==> config.mk <==
export PLATFORM = sky130hd
export DESIGN_NAME = pulse_measure
export DESIGN_NICKNAME = d
export VERILOG_FILES = /design/src/rtl/pulse_pkg.sv /design/src/rtl/pulse_measure_if.sv /design/src/rtl/pulse_sync_edge.sv /design/src/rtl/pulse_measure.sv
export SDC_FILE = /design/constraint.sdc
export NUM_CORES = 1
export LEC_CHECK = 0
export ABC_AREA = 0
export BUFFER_PORTS_ARGS = -buffer_cell sky130_fd_sc_hd__buf_4
export CORE_MARGIN = 8
export CORE_UTILIZATION = 55
export CTS_BUF_LIST = sky130_fd_sc_hd__clkbuf_8
export DETAILED_ROUTE_END_ITERATION = 8
export PLACE_DENSITY = 0.76
export SLEW_MARGIN = 20
export SYNTH_ARGS = -nofsm -noshare
export SYNTH_HDL_FRONTEND = slang
export SYNTH_HIERARCHICAL = 1
export SYNTH_SLANG_ARGS = --single-unit
==> constraint.sdc <==
create_clock -name i_clk -period 5.7 [get_ports i_clk]
set_input_delay 0.57 -clock i_clk [delete_from_list [all_inputs] [get_ports i_clk]]
set_output_delay 0.57 -clock i_clk [all_outputs]
set_load 0.05 [all_outputs]
==> src/rtl/pulse_pkg.sv <==
// -----------------------------------------------------------------------------
// pulse_pkg
// Shared definitions for the pulse width measurement block and its bench:
//   state_e        - measurement FSM states (ST_IDLE, ST_HIGH, ST_LOW)
//   DEF_EXP_HIGH   - nominal high width in cycles (219)
//   DEF_EXP_LOW    - nominal low width in cycles (440)
//   DEF_TOL        - nominal +/- tolerance in cycles (2)
//   within_tol()   - |val - expv| <= tol without signed arithmetic
// -----------------------------------------------------------------------------
package pulse_pkg;

  typedef enum logic [1:0] {
    ST_IDLE,
    ST_HIGH,
    ST_LOW
  } state_e;

  localparam int unsigned DEF_EXP_HIGH = 219;
  localparam int unsigned DEF_EXP_LOW  = 440;
  localparam int unsigned DEF_TOL      = 2;

  // Distance is taken in whichever direction keeps the subtraction positive.
  function automatic logic within_tol(input int unsigned val,
                                      input int unsigned expv,
                                      input int unsigned tol);
    if (val >= expv) return (val - expv) <= tol;
    else             return (expv - val) <= tol;
  endfunction

endpackage

==> src/rtl/pulse_measure_if.sv <==
// -----------------------------------------------------------------------------
// pulse_measure_if
// Edge-event bundle between the synchronizer/edge detector and the FSM.
//   rise    - one-cycle strobe, synchronized rising edge of the pulse
//   fall    - one-cycle strobe, synchronized falling edge of the pulse
// Modports: master drives the strobes, slave consumes them.
// -----------------------------------------------------------------------------
interface pulse_measure_if;
  logic rise;
  logic fall;

  modport master (output rise, fall);
  modport slave  (input  rise, fall);
endinterface

==> src/rtl/pulse_sync_edge.sv <==
// -----------------------------------------------------------------------------
// pulse_sync_edge
// Two-flop synchronizer for the asynchronous pulse input followed by one
// edge-detect flop. The rise/fall strobes are combinational from the last two
// flops, so a consumer registering them acts on the third clock edge after
// the input transition.
// Ports:
//   i_clk, i_rst_n - clock, asynchronous active-low reset
//   i_pulse        - asynchronous pulse train
//   edge_if        - master modport: rise, fall strobes
// -----------------------------------------------------------------------------
module pulse_sync_edge (
  input  logic             i_clk,
  input  logic             i_rst_n,
  input  logic             i_pulse,
  pulse_measure_if.master  edge_if
);

  logic sync_1;
  logic sync_2;
  logic sync_prev;

  // NOTE: sequential state uses non-blocking assignments so every flop
  // samples the pre-edge value of its neighbour; blocking here would collapse
  // the synchronizer chain into a single stage.
  always_ff @(posedge i_clk or negedge i_rst_n) begin
    if (!i_rst_n) begin
      sync_1    <= 1'b0;
      sync_2    <= 1'b0;
      sync_prev <= 1'b0;
    end else begin
      sync_1    <= i_pulse;
      sync_2    <= sync_1;
      sync_prev <= sync_2;
    end
  end

  assign edge_if.rise =  sync_2 & ~sync_prev;
  assign edge_if.fall = ~sync_2 &  sync_prev;

endmodule

==> src/rtl/pulse_measure.sv <==
// -----------------------------------------------------------------------------
// pulse_measure
// Measures the high and low widths of an asynchronous pulse train in clock
// cycles. A period is bounded by two synchronized rising edges; at the second
// one the widths are published and o_valid strobes for one cycle.
// Optional feature: define PULSE_MEASURE_CHECK_EN to compare the published
// widths against EXP_HIGH/EXP_LOW +/- TOL on o_match; otherwise o_match is 0.
// Ports:
//   i_clk, i_rst_n - clock, asynchronous active-low reset
//   i_pulse        - asynchronous pulse train
//   o_high_w       - high width of last complete period (saturating)
//   o_low_w        - low width of last complete period (saturating)
//   o_period       - o_high_w + o_low_w, one bit wider
//   o_valid        - one-cycle strobe when the outputs update
//   o_ovf          - a counter saturated during the published period
//   o_match        - published widths within tolerance
// -----------------------------------------------------------------------------
module pulse_measure
  import pulse_pkg::*;
#(
  parameter int unsigned CNT_W    = 10,
  parameter int unsigned EXP_HIGH = DEF_EXP_HIGH,
  parameter int unsigned EXP_LOW  = DEF_EXP_LOW,
  parameter int unsigned TOL      = DEF_TOL
) (
  input  logic             i_clk,
  input  logic             i_rst_n,
  input  logic             i_pulse,
  output logic [CNT_W-1:0] o_high_w,
  output logic [CNT_W-1:0] o_low_w,
  output logic [CNT_W:0]   o_period,
  output logic             o_valid,
  output logic             o_ovf,
  output logic             o_match
);

  localparam logic [CNT_W-1:0] CNT_MAX = '1;
  localparam logic [CNT_W-1:0] CNT_ONE = CNT_W'(1);

  pulse_measure_if edge_if ();

  pulse_sync_edge u_sync_edge (
    .i_clk   (i_clk),
    .i_rst_n (i_rst_n),
    .i_pulse (i_pulse),
    .edge_if (edge_if)
  );

  state_e           state_q, state_d;
  logic [CNT_W-1:0] high_q, high_d;
  logic [CNT_W-1:0] low_q, low_d;
  logic             ovf_q, ovf_d;
  logic             publish;

  always_ff @(posedge i_clk or negedge i_rst_n) begin
    if (!i_rst_n) begin
      state_q <= ST_IDLE;
      high_q  <= '0;
      low_q   <= '0;
      ovf_q   <= 1'b0;
    end else begin
      state_q <= state_d;
      high_q  <= high_d;
      low_q   <= low_d;
      ovf_q   <= ovf_d;
    end
  end

  // NOTE: every output of this block gets a default before the case, so no
  // path leaves a signal unassigned and no latch is inferred.
  always_comb begin
    state_d = state_q;
    high_d  = high_q;
    low_d   = low_q;
    ovf_d   = ovf_q;
    publish = 1'b0;
    unique case (state_q)
      ST_IDLE: begin
        // Levels are ignored: capture starts only on a real rising edge.
        if (edge_if.rise) begin
          state_d = ST_HIGH;
          high_d  = CNT_ONE;
          ovf_d   = 1'b0;
        end
      end
      ST_HIGH: begin
        if (edge_if.fall) begin
          state_d = ST_LOW;
          low_d   = CNT_ONE;
        end else if (high_q == CNT_MAX) begin
          ovf_d = 1'b1;
        end else begin
          high_d = high_q + CNT_ONE;
        end
      end
      ST_LOW: begin
        // The rise closes this period and opens the next one in one step.
        if (edge_if.rise) begin
          publish = 1'b1;
          state_d = ST_HIGH;
          high_d  = CNT_ONE;
          ovf_d   = 1'b0;
        end else if (low_q == CNT_MAX) begin
          ovf_d = 1'b1;
        end else begin
          low_d = low_q + CNT_ONE;
        end
      end
      default: state_d = ST_IDLE;
    endcase
  end

  always_ff @(posedge i_clk or negedge i_rst_n) begin
    if (!i_rst_n) begin
      o_high_w <= '0;
      o_low_w  <= '0;
      o_period <= '0;
      o_valid  <= 1'b0;
      o_ovf    <= 1'b0;
    end else begin
      o_valid <= publish;
      if (publish) begin
        o_high_w <= high_q;
        o_low_w  <= low_q;
        o_period <= {1'b0, high_q} + {1'b0, low_q};
        o_ovf    <= ovf_q;
      end
    end
  end

`ifdef PULSE_MEASURE_CHECK_EN
  logic match_d;

  assign match_d = within_tol(32'(high_q), EXP_HIGH, TOL) &&
                   within_tol(32'(low_q), EXP_LOW, TOL) && !ovf_q;

  always_ff @(posedge i_clk or negedge i_rst_n) begin
    if (!i_rst_n)     o_match <= 1'b0;
    else if (publish) o_match <= match_d;
  end
`else
  assign o_match = 1'b0;
`endif

endmodule

==> flow_metrics.tcl <==
set metrics [dict create \
    syn_avg_cell_area_sq_um 9.09 \
    fin_skew_ns 0.00617 \
    path_max_fanout 50 \
    slowest_stage "sky130_fd_sc_hd__inv_1" \
    dp_hpwl_um 4690 \
    dominantRegCellSynth "sky130_fd_sc_hd__dfrtp_1" \
    synth.top_cells.by_area "sky130_fd_sc_hd__dfrtp_1, sky130_fd_sc_hd__nand2_1, sky130_fd_sc_hd__ha_1" \
    post-synth-top-count-cell "sky130_fd_sc_hd__nand2_1" \
    antenna_found_initial 0 \
    critPathMostFrequentCell "sky130_fd_sc_hd__inv_1" \
    run_status "complete, no violations" \
    fillCellCount 466 \
    floorplan.die_area_sq_mm 0.00817 \
    routed-via-count 2508 \
    largest_net_degree_at_the_start_of_global_routing 60 \
    htree_levels 3 \
    timing.critical_path.required_ns 5.90 \
    reg2reg_from "state_q[0]" \
    worst-slew-pin-transition_ns 0.735 \
    final_period_minus_worst_setup_slack_ns 2.46 \
    cell_accounting_for_the_most_synthesized_area "sky130_fd_sc_hd__dfrtp_1" \
    drt_pass1_iterations 4 \
    path_cells "inv_1 -> ha_1 -> nand2_1 -> buf_4 -> inv_1 -> and3_1 -> mux2i_1 -> o311ai_0" \
    post_cts.resized_instances 0 \
    drv_slew 0 \
    final_cell_area_excluding_filler_cells_sq_mm 0.00357 \
    antennaDiodeCount 0 \
    largest_incremental_delay_on_the_critical_path_ns 0.44 \
    cts_num_sinks 59 \
    synth-edff-count 0 \
    port-buffer-count 35 \
    final_antenna_net_count 0 \
    arrival_ns 2.65 \
    total_i_o_pin_count 37 \
    class_of_the_most_critical_setup_path "reg -> reg" \
    critPathLaunch "state_q[0]" \
    seq_area_frac_synth_pct 48.5 \
    power_per_cell_area_mw_per_mm2 417 \
    design.final.nets 388 \
    final.setup.tns_ns 0 \
    initial_standard_cell_utilization_of_the_core_pct 56.0 \
    hold_violation_total_from_the_final_report 0 \
    first_global_vias 2412 \
    setup_viol_count_final 0 \
    final_worst_path_period_share_pct 43.1 \
    cts_root_buffer "sky130_fd_sc_hd__clkbuf_8" \
    viasPerCell 5.62 \
    rows 27 \
    clock_insertion_delay_worst_skew_ns 0.34 \
    drive_above_1_share_pct 15.8 \
    yosys_warnings 6 \
    global_route.overflow_total 0 \
    count_of_unique_library_cells_instantiated_by_yosys 49 \
    place_area_sq_mm 0.00334 \
    synth_seq_cells 59 \
    die-height_um 90.4 \
    final_total_power_mw 1.49 \
    path_buf_inv 3 \
    synthesis.area_sq_mm 0.00304 \
    gp_congestion 0.858 \
    synth_commonest_cells "sky130_fd_sc_hd__nand2_1, sky130_fd_sc_hd__dfrtp_1, sky130_fd_sc_hd__o21ai_0" \
    route.final.wire_length_um 6840 \
    grt_pass1_wl_um 11600 \
    core_area_sq_mm 0.00544 \
    setup.worst_path.start_class "register" \
    wire_per_inst_um 15.3 \
    maxSlewHeadroom_pct 51.0 \
    cts_tree "done" \
    synthToLayoutAreaGrowth_pct 17.1 \
    cts.reportedPaths.clkPinSlew_ns 0.07 \
    crit_family "buffers and inverters" \
    leakagePower_nw 1.83 \
    postSynth.asyncResetShare_pct 100 \
    fmax_mhz 407 \
    cts_post_setup_buffers_inserted 0 \
    synth_nets 354 \
    post_synth_inst_count 335 \
    cp-end-kind "register" \
    dr.first_iter.drc_count 251 \
    setup_repair_after_global_routing_missed_its_margin "no" \
    max_cap_violations 0 \
    yosysTopAreaCellShare_pct 48.5 \
    holdBufCountCts 0 \
    power.ir.vdd_worst_mv 0.233 \
    track_usage_pct 17.4 \
    hp_class "in -> async" \
    chipWidth_um 90.4 \
    drc_errors 0 \
    cts_made_buffers 9 \
    max-clock-path-buffers 2 \
]
[cells in the final DEF (no fill, tap or decap), types with 4 or more instances in the layout]
cell and instances:
sky130_fd_sc_hd__nand2b_1 6, sky130_fd_sc_hd__nand2_1 89, sky130_fd_sc_hd__inv_1 7, sky130_fd_sc_hd__nor2_1 20, sky130_fd_sc_hd__o31ai_1 4, sky130_fd_sc_hd__a21oi_1 14
sky130_fd_sc_hd__ha_1 15, sky130_fd_sc_hd__clkbuf_8 11, sky130_fd_sc_hd__xor2_1 11, sky130_fd_sc_hd__o21ai_0 25, sky130_fd_sc_hd__buf_4 36, sky130_fd_sc_hd__a21o_1 4
sky130_fd_sc_hd__nand4_1 5, sky130_fd_sc_hd__and3_1 6, sky130_fd_sc_hd__nand3_1 16, sky130_fd_sc_hd__dfrtp_1 59
[per-layer routing]
| layer | up-vias | GRT usage, % | wire length (um) |
|---|---|---|---|
| met4 | 0 | 9.99 | 150 |
| met1 | 1209 | 21.7 | 3090 |
| met5 | - | 0 | 0 |
| li1 | 1225 | - | - |
| met3 | 13 | 3.66 | 324 |
| met2 | 61 | 27.3 | 3280 |
[kinds of logic after synthesis]
family          synth area share, %
simple gates                   23.8
compound gates                 12.8
flops                          48.5
buf+inv                        3.00
fa+ha+maj                      6.82
xor+xnor                       3.45
mux                            1.48
other cells                   0.123
[through the flow]
| step | setup slack, ns | hold slack (ns) | utilization (%) | std cells |
|---|---|---|---|---|
| 2_1_floorplan | 3.71 | 0.274 | - | 335 |
| 3_5_place_dp | 3.27 | 0.340 | 61.4 | 430 |
| 5_1_grt | 2.99 | 0.328 | 65.6 | 446 |
| 4_1_cts | 3.26 | 0.321 | 65.6 | 446 |
| 3_3_place_gp | 3.38 | 0.346 | 61.4 | 430 |
| 6_report | 3.24 | 0.305 | 65.6 | 446 |
[worst register-to-register path: stages, from the launching register on]
cell	delay, ns
sky130_fd_sc_hd__dfrtp_1	0.43
sky130_fd_sc_hd__inv_1	0.09
sky130_fd_sc_hd__ha_1	0.31
sky130_fd_sc_hd__nand2_1	0.09
sky130_fd_sc_hd__buf_4	0.38
sky130_fd_sc_hd__inv_1	0.47
sky130_fd_sc_hd__and3_1	0.30
sky130_fd_sc_hd__mux2i_1	0.11
sky130_fd_sc_hd__o311ai_0	0.13
[flip-flops by register name, indices dropped and copies added, names as in the netlist]
name                   count
u_sync_edge/sync_1         1
u_sync_edge/sync_2         1
o_period                  11
high_q                    10
o_low_w                   10
o_valid                    1
o_high_w                  10
low_q                     10
o_ovf                      1
state_q                    2
ovf_q                      1
u_sync_edge/sync_prev      1
[power breakdown]
group	switching, mW	total (mW)	internal, mW	leakage (nW)
clock	0.169	0.436	0.268	0.119
combinational	0.344	0.506	0.161	0.908
sequential	0.0646	0.546	0.481	0.798
total	0.577	1.49	0.910	1.83
[cell type report]
| type | count | area [sq um] | share of cell area (%) |
|---|---|---|---|
| sequential | 59 | 1480 | 41.4 |
| multi-input combinational | 256 | 1480 | 41.4 |
| timing repair buffer | 36 | 270 | 7.58 |
| clock buffer | 11 | 151 | 4.25 |
| tap | 72 | 90.1 | 2.53 |
| clock inverter | 5 | 75.1 | 2.11 |
| inverter | 7 | 26.3 | 0.737 |
[path summary, 6_finish.rpt]
check / to / slack, ns / cells after the start
worst max-delay path: o_period[9] / 3.24 / 8
worst min-delay path: o_high_w[0] / 0.30 / 1
worst max register to register: o_period[9] / 3.24 / 8
worst min register to register: u_sync_edge/sync_2 / 0.35 / 0
max in group asynchronous: o_low_w[9] / 4.92 / 1
min in group i_clk: u_sync_edge/sync_1 / 0.34 / 1
Note: power is estimated with default switching activity, not from simulation.
